[src/rtl/decoded_instr_queue_if.sv]
// Decoded-entry types and the issue-path handshake interface.
//
// ariane_pkg     : scoreboard_entry_t, the decoded instruction record carried
//                  from decode to issue.
// decoded_instr_queue_if
//   decode side  : issue_entry_i, issue_entry_valid_i, is_ctrl_flow_i,
//                  issue_instr_ack_o (accept)
//   issue side   : issue_entry_o, issue_entry_valid_o, is_ctrl_flow_o,
//                  issue_instr_ack_i (consume), next_entry_o,
//                  next_entry_valid_o (lookahead at head+1)
//   modports     : slave  = the queue itself
//                  master = the surrounding decode/issue stages
package ariane_pkg;
  typedef struct packed {
    logic [31:0] pc;
    logic [3:0]  fu;
    logic [6:0]  op;
    logic [4:0]  rs1;
    logic [4:0]  rs2;
    logic [4:0]  rd;
    logic [31:0] imm;
    logic        valid;
  } scoreboard_entry_t;
endpackage

interface decoded_instr_queue_if;
  import ariane_pkg::*;

  scoreboard_entry_t issue_entry_i;
  logic              issue_entry_valid_i;
  logic              is_ctrl_flow_i;
  logic              issue_instr_ack_o;

  scoreboard_entry_t issue_entry_o;
  logic              issue_entry_valid_o;
  logic              is_ctrl_flow_o;
  logic              issue_instr_ack_i;
  scoreboard_entry_t next_entry_o;
  logic              next_entry_valid_o;

  modport slave (
    input  issue_entry_i, issue_entry_valid_i, is_ctrl_flow_i, issue_instr_ack_i,
    output issue_instr_ack_o, issue_entry_o, issue_entry_valid_o, is_ctrl_flow_o,
           next_entry_o, next_entry_valid_o
  );

  modport master (
    output issue_entry_i, issue_entry_valid_i, is_ctrl_flow_i, issue_instr_ack_i,
    input  issue_instr_ack_o, issue_entry_o, issue_entry_valid_o, is_ctrl_flow_o,
           next_entry_o, next_entry_valid_o
  );
endinterface

[src/rtl/decoded_instr_queue.sv]
// Registered FIFO of decoded scoreboard entries between decode and issue.
// Sustains one enqueue and one dequeue per cycle, exposes the entry behind
// the head as a lookahead, empties on flush and stops intake on debug request.
//
// Ports:
//   clk_i        clock, rising edge
//   rst_ni       synchronous active-low reset (clears pointers, count, storage)
//   flush_i      drop every entry; nothing is accepted or presented this cycle
//   debug_req_i  block intake; draining continues
//   q            issue-path handshake (decode side in, issue side out)
//   count_o      number of occupied entries
module decoded_instr_queue
  import ariane_pkg::*;
#(
  parameter int unsigned DEPTH = 4
) (
  input  logic                         clk_i,
  input  logic                         rst_ni,
  input  logic                         flush_i,
  input  logic                         debug_req_i,
  decoded_instr_queue_if.slave         q,
  output logic [$clog2(DEPTH+1)-1:0]   count_o
);

  localparam int unsigned PW = $clog2(DEPTH);
  localparam int unsigned CW = $clog2(DEPTH+1);

  typedef struct packed {
    scoreboard_entry_t sbe;
    logic              is_ctrl_flow;
  } rec_t;

  rec_t          mem [DEPTH];
  logic [PW-1:0] rptr, wptr, rptr_nxt;
  logic [CW-1:0] count;
  logic          full, enq, deq;

  // DEPTH need not be a power of two, so wrap by explicit compare.
  function automatic logic [PW-1:0] ptr_inc(input logic [PW-1:0] p);
    return (p == PW'(DEPTH-1)) ? '0 : p + PW'(1);
  endfunction

  assign rptr_nxt = ptr_inc(rptr);
  assign full     = (count == CW'(DEPTH));

  // Intake ignores the same-cycle dequeue so the accept path stays
  // independent of downstream back-pressure.
  assign enq = q.issue_entry_valid_i & ~full & ~debug_req_i & ~flush_i;
  assign deq = q.issue_instr_ack_i & q.issue_entry_valid_o & ~flush_i;

  assign q.issue_instr_ack_o   = enq;
  assign q.issue_entry_o       = mem[rptr].sbe;
  assign q.is_ctrl_flow_o      = mem[rptr].is_ctrl_flow;
  assign q.issue_entry_valid_o = (count != '0) & ~flush_i;
  assign q.next_entry_o        = mem[rptr_nxt].sbe;
  assign q.next_entry_valid_o  = (count >= CW'(2)) & ~flush_i;
  assign count_o               = count;

  always_ff @(posedge clk_i) begin
    if (!rst_ni) begin
      rptr  <= '0;
      wptr  <= '0;
      count <= '0;
      for (int i = 0; i < DEPTH; i++) mem[i] <= '0;
    end else if (flush_i) begin
      // Storage is left as is; only the bookkeeping restarts.
      rptr  <= '0;
      wptr  <= '0;
      count <= '0;
    end else begin
      if (enq) begin
        mem[wptr] <= '{sbe: q.issue_entry_i, is_ctrl_flow: q.is_ctrl_flow_i};
        wptr      <= ptr_inc(wptr);
      end
      if (deq) rptr <= rptr_nxt;
      count <= count + CW'(enq) - CW'(deq);
    end
  end

endmodule

[src/flat_wrapper.sv]
// flat-port wrapper written by rule: the top's interface ports become plain ports
module decoded_instr_queue_flat import ariane_pkg::*;
#(
  parameter int unsigned DEPTH = 4
)
  (clk_i, rst_ni, flush_i, debug_req_i, count_o, q_issue_entry_i, q_issue_entry_valid_i, q_is_ctrl_flow_i, q_issue_instr_ack_i, q_issue_instr_ack_o, q_issue_entry_o, q_issue_entry_valid_o, q_is_ctrl_flow_o, q_next_entry_o, q_next_entry_valid_o);
  decoded_instr_queue_if q_i ();
  input  logic clk_i;
  input  logic rst_ni;
  input  logic flush_i;
  input  logic debug_req_i;
  output logic [$clog2(DEPTH+1)-1:0] count_o;
  input wire logic [$bits(q_i.issue_entry_i)-1:0] q_issue_entry_i;
  input wire logic [$bits(q_i.issue_entry_valid_i)-1:0] q_issue_entry_valid_i;
  input wire logic [$bits(q_i.is_ctrl_flow_i)-1:0] q_is_ctrl_flow_i;
  input wire logic [$bits(q_i.issue_instr_ack_i)-1:0] q_issue_instr_ack_i;
  output wire logic [$bits(q_i.issue_instr_ack_o)-1:0] q_issue_instr_ack_o;
  output wire logic [$bits(q_i.issue_entry_o)-1:0] q_issue_entry_o;
  output wire logic [$bits(q_i.issue_entry_valid_o)-1:0] q_issue_entry_valid_o;
  output wire logic [$bits(q_i.is_ctrl_flow_o)-1:0] q_is_ctrl_flow_o;
  output wire logic [$bits(q_i.next_entry_o)-1:0] q_next_entry_o;
  output wire logic [$bits(q_i.next_entry_valid_o)-1:0] q_next_entry_valid_o;
  assign q_i.issue_entry_i = q_issue_entry_i;
  assign q_i.issue_entry_valid_i = q_issue_entry_valid_i;
  assign q_i.is_ctrl_flow_i = q_is_ctrl_flow_i;
  assign q_i.issue_instr_ack_i = q_issue_instr_ack_i;
  assign q_issue_instr_ack_o = q_i.issue_instr_ack_o;
  assign q_issue_entry_o = q_i.issue_entry_o;
  assign q_issue_entry_valid_o = q_i.issue_entry_valid_o;
  assign q_is_ctrl_flow_o = q_i.is_ctrl_flow_o;
  assign q_next_entry_o = q_i.next_entry_o;
  assign q_next_entry_valid_o = q_i.next_entry_valid_o;
  decoded_instr_queue #(.DEPTH(DEPTH)) u_core (.clk_i(clk_i), .rst_ni(rst_ni), .flush_i(flush_i), .debug_req_i(debug_req_i), .q(q_i), .count_o(count_o));
endmodule
[config.mk]
export PLATFORM = sky130hd
export DESIGN_NAME = decoded_instr_queue_flat
export DESIGN_NICKNAME = d
export VERILOG_FILES = /design/src/rtl/decoded_instr_queue_if.sv /design/src/rtl/decoded_instr_queue.sv /design/src/flat_wrapper.sv
export SDC_FILE = /design/constraint.sdc
export NUM_CORES = 1
export LEC_CHECK = 0
export CORE_UTILIZATION = 30
export DETAILED_ROUTE_END_ITERATION = 8
export SYNTH_ARGS = -nofsm -noshare
export SYNTH_HDL_FRONTEND = slang
export SYNTH_SLANG_ARGS = --single-unit
export TNS_END_PERCENT = 1
[constraint.sdc]
create_clock -name clk_i -period 24 [get_ports clk_i]
set_input_delay 4.8 -clock clk_i [delete_from_list [all_inputs] [get_ports clk_i]]
set_output_delay 4.8 -clock clk_i [all_outputs]
set_load 0.01 [all_outputs]
==> impl_metrics.csv <==
group,metric,value,unit
yosys,yosysSeqAreaShare,0.602,
run_status,outcome,"finished clean",
cells_and_area,multi_input_area,6870,um^2
route,drcViolationCount,0,
placed_design,port_buffers,286,
die,core-area,61600,um^2
yosys,synth.distinct_cells,34,
sta,fmax,87.4,MHz
yosys,synth_area_leaders,"edfxtp_1 59%, mux4_2 22%, and2_1 9.3%",
clock_network,clk_latency,0.56,ns
cells_and_area,drive_gt1_frac,0.201,
sta,clock_skew,0.0234,ns
sta,tns,0,ns
route,dr.first_iter.drc_count,677,
yosys,yosysWarnings,0,
setup_path,crit_path_end_kind,"primary output",
die,pin_count,287,
grt,grt_max_degree,109,
setup_path,path_max_fanout,7,
power,pwr-share-clk,0.419,
setup_path,crit_top_cell,"clkdlybuf4s50_1",
run,maxCapViolations,0,
yosys,synth_area_leader_cell,"edfxtp_1",
min_path,hold_start,"u_core.rptr[1]$_SDFFE_PP0N_",
sta,slew_headroom,0.286,
yosys,synthArstFlopShare,0,
yosys,syn_inst,1072,
clock_network,cts_root_buf,"clkbuf_16",
placed_design,placed_cells,2126,
placed_design,hpwl,28600,um
route,wl,49800,um
cells_and_area,nets,1439,
setup_path,start_kind,"input port",
grt,overflow,0,
clock_network,cts.clk_slew.worst_paths,0.05,ns
power,p_comb_frac,0.072,
power,switching_share,0.217,
cells_and_area,fin_util,0.382,
sta,finalCritPeriodShare,0.477,
setup_path,required,19.20,ns
route,wl_per_cell,22.6,um
die,initial_utilization,0.303,
power,p_int,1.17,mW
cells_and_area,fin_area,23500,um^2
setup_path,rr_endpoint,"u_core.mem[2][6]$_SDFFCE_PN0P_",
sta,final-max-slew-violation-count,0,
setup_path,cp_top_family,"buffers and inverters",
clock_network,htree_num_levels,2,
setup_path,cp.arrival,6.64,ns
sta,hold_viol_final,0,
yosys,syn_area,18600,um^2
cells_and_area,seqCellArea,11200,um^2
cells_and_area,finalNonFillerCells,2207,
yosys,avgSynthCellArea,17.4,um^2
route,dr.pass1.iters,5,
die,dieArea,63100,um^2
grt,grt_pass1_vias,11400,
setup_path,r2r_start,"u_core.count_o[1]$_SDFF_PP0_",
setup_path,worstSetupPathType,"input port to primary output",
die,die_h,251,um
clock_network,cts_setup_buffers,0,
clock_network,cts.sink_count,377,
power,p_switching,325,uW
clock_network,cts.path.max_buffers,3,
sta,worst_pin_slew,1.07,ns
clock_network,cts_tree,"done",
sta,layout_setup_ws,12.56,ns
cells_and_area,final_common_cell,"edfxtp_1",
setup_path,reg2reg_depth,5,
setup_path,crit_slowest_cell,"clkdlybuf4s50_1",
sta,rsz0062_at_grt,"false",
yosys,syn_nets,1176,
die,num_rows,91,
clock_network,cts_hold_buf,0,
cells_and_area,final_cell_mix,"368 x edfxtp_1, 286 x clkdlybuf4s50_1, 278 x and2_1",
die,die_w,251,um
setup_path,slowest_delay,0.55,ns
power,p_leak,8.22,nW
grt,antenna_found_initial,4,
setup_path,path_buf_inv,3,
cells_and_area,num-fill-cells,5738,
cells_and_area,area_delta_synth_final,26.3,%
yosys,synth_edf_count,368,
setup_path,path_cells,"clkdlybuf4s50_1 > nor3b_1 > nand2_1 > inv_1 > clkdlybuf4s50_1",
grt,grt_use_total,0.158,
clock_network,cts_resized,0,
sta,min_period,11.44,ns
grt,grt_pass1_wl,73800,um
yosys,synth-main-ff-cell,"edfxtp_1",
min_path,hold_depth,2,
power,powerDensity,63.7,nW/um^2
route,avgViaCountPerCell,4.90,
power,seqPwrFrac,0.509,
route,via_count,10800,
yosys,ys_seq_elements,377,
power,peakVddDrop,0.0533,mV
route,antenna_left,0,
clock_network,cts_buffers,44,
placed_design,globalplace.congestion,0.743,
min_path,min_path_type,"register to register",
placed_design,post-place-ws,12.59,ns
placed_design,placed_area,22200,um^2
sta,setup_viol,0,
setup_path,r2r_setup_slack,21.01,ns
yosys,yosysTopAreaCellShare,0.593,
-- routing by layer --
| metal | vias up | part of all wire | GRT usage |
|---|---|---|---|
| met3 | 64 | 0.065 | 0.0400 |
| met1 | 5686 | 0.42 | 0.206 |
| met2 | 299 | 0.49 | 0.263 |
| li1 | 4765 | - | - |
| met5 | - | 0.00086 | 0 |
| met4 | 8 | 0.018 | 0.0380 |
-- sequential cells by signal, summed over array words and instances, names as in the netlist, named ones only --
name / count
u_core.mem: 368
u_core.rptr: 2
u_core.wptr: 2
u_core.count_o: 3
-- logic make-up (layout without fill, tap and decap cells) --
family,count (synthesis),count (layout),synth area share
DFF,377,377,0.602
other,0,2,0
AOI/OAI and AO/OA,11,11,0.00322
adders and majority gates,6,6,0.00443
xor gates and xnor gates,1,1,0.000470
and+or+nand+nor,398,398,0.136
buffers and inverters,96,392,0.0323
muxes,183,183,0.221
-- power groups by stage --
stage	Combinational (mW)	Clock, mW	Sequential [mW]
2_1_floorplan	0.0471	0	0.777
3_3_place_gp	0.110	0	0.774
3_5_place_dp	0.110	0	0.776
4_1_cts	0.111	0.647	0.763
5_1_grt	0.115	0.667	0.766
6_report	0.108	0.628	0.763
-- cells in the mapped netlist (2+ instances only) --
| cell type | n |
|---|---|
| nand2b_1 | 3 |
| mux4_2 | 183 |
| and3_1 | 92 |
| nand4_1 | 2 |
| buf_6 | 2 |
| clkbuf_1 | 26 |
| or3_1 | 2 |
| buf_8 | 16 |
| nor4_4 | 2 |
| and2_1 | 278 |
| buf_2 | 31 |
| buf_1 | 9 |
| nand2_1 | 5 |
| edfxtp_1 | 368 |
| and2b_1 | 3 |
| inv_1 | 6 |
| a21oi_1 | 3 |
| o21ai_0 | 6 |
| nor2_1 | 3 |
| clkbuf_2 | 6 |
| ha_1 | 5 |
| dfxtp_1 | 9 |
-- per-stage QoR --
stage	power [mW]	hold WS, ns
5_1_grt	1.55	0.602
4_1_cts	1.52	0.542
6_report	1.50	0.543
3_3_place_gp	0.884	0.512
3_5_place_dp	0.887	0.534
2_1_floorplan	0.824	0.463
-- cell type report --
type | count | area share
Timing Repair Buffer | 307 | 0.128
Sequential cell | 377 | 0.478
Tap cell | 837 | 0.0445
Clock buffer | 57 | 0.0502
Multi-Input combinational cell | 599 | 0.292
Antenna cell | 2 | 0.000213
Clock inverter | 22 | 0.00638
Inverter | 6 | 0.000957
-- worst reg2reg max path, delay by kind of cell, from the launching register on --
family	cells	cell delay, ns
flip-flops	1	0.52
buffers and inverters	2	1.02
AND/OR/NAND/NOR	2	0.40
AO/OA/AOI/OAI	1	0.64
-- how the worst max path moves through the flow --
| stage | startpoint | endpoint | slack [ns] | cells past startpoint |
|---|---|---|---|---|
| 2_1_floorplan | flush_i | u_core.mem[0][0]$_SDFFCE_PN0P_ | 11.37 | 3 |
| 3_3_place_gp | flush_i | q_issue_instr_ack_o | 12.55 | 5 |
| 3_5_place_dp | flush_i | q_issue_instr_ack_o | 12.59 | 5 |
| 4_1_cts | flush_i | q_issue_instr_ack_o | 12.57 | 5 |
| 5_1_grt | flush_i | q_issue_instr_ack_o | 12.50 | 5 |
| 6_report | flush_i | q_issue_instr_ack_o | 12.56 | 5 |
(Power assumes the default switching activity.)
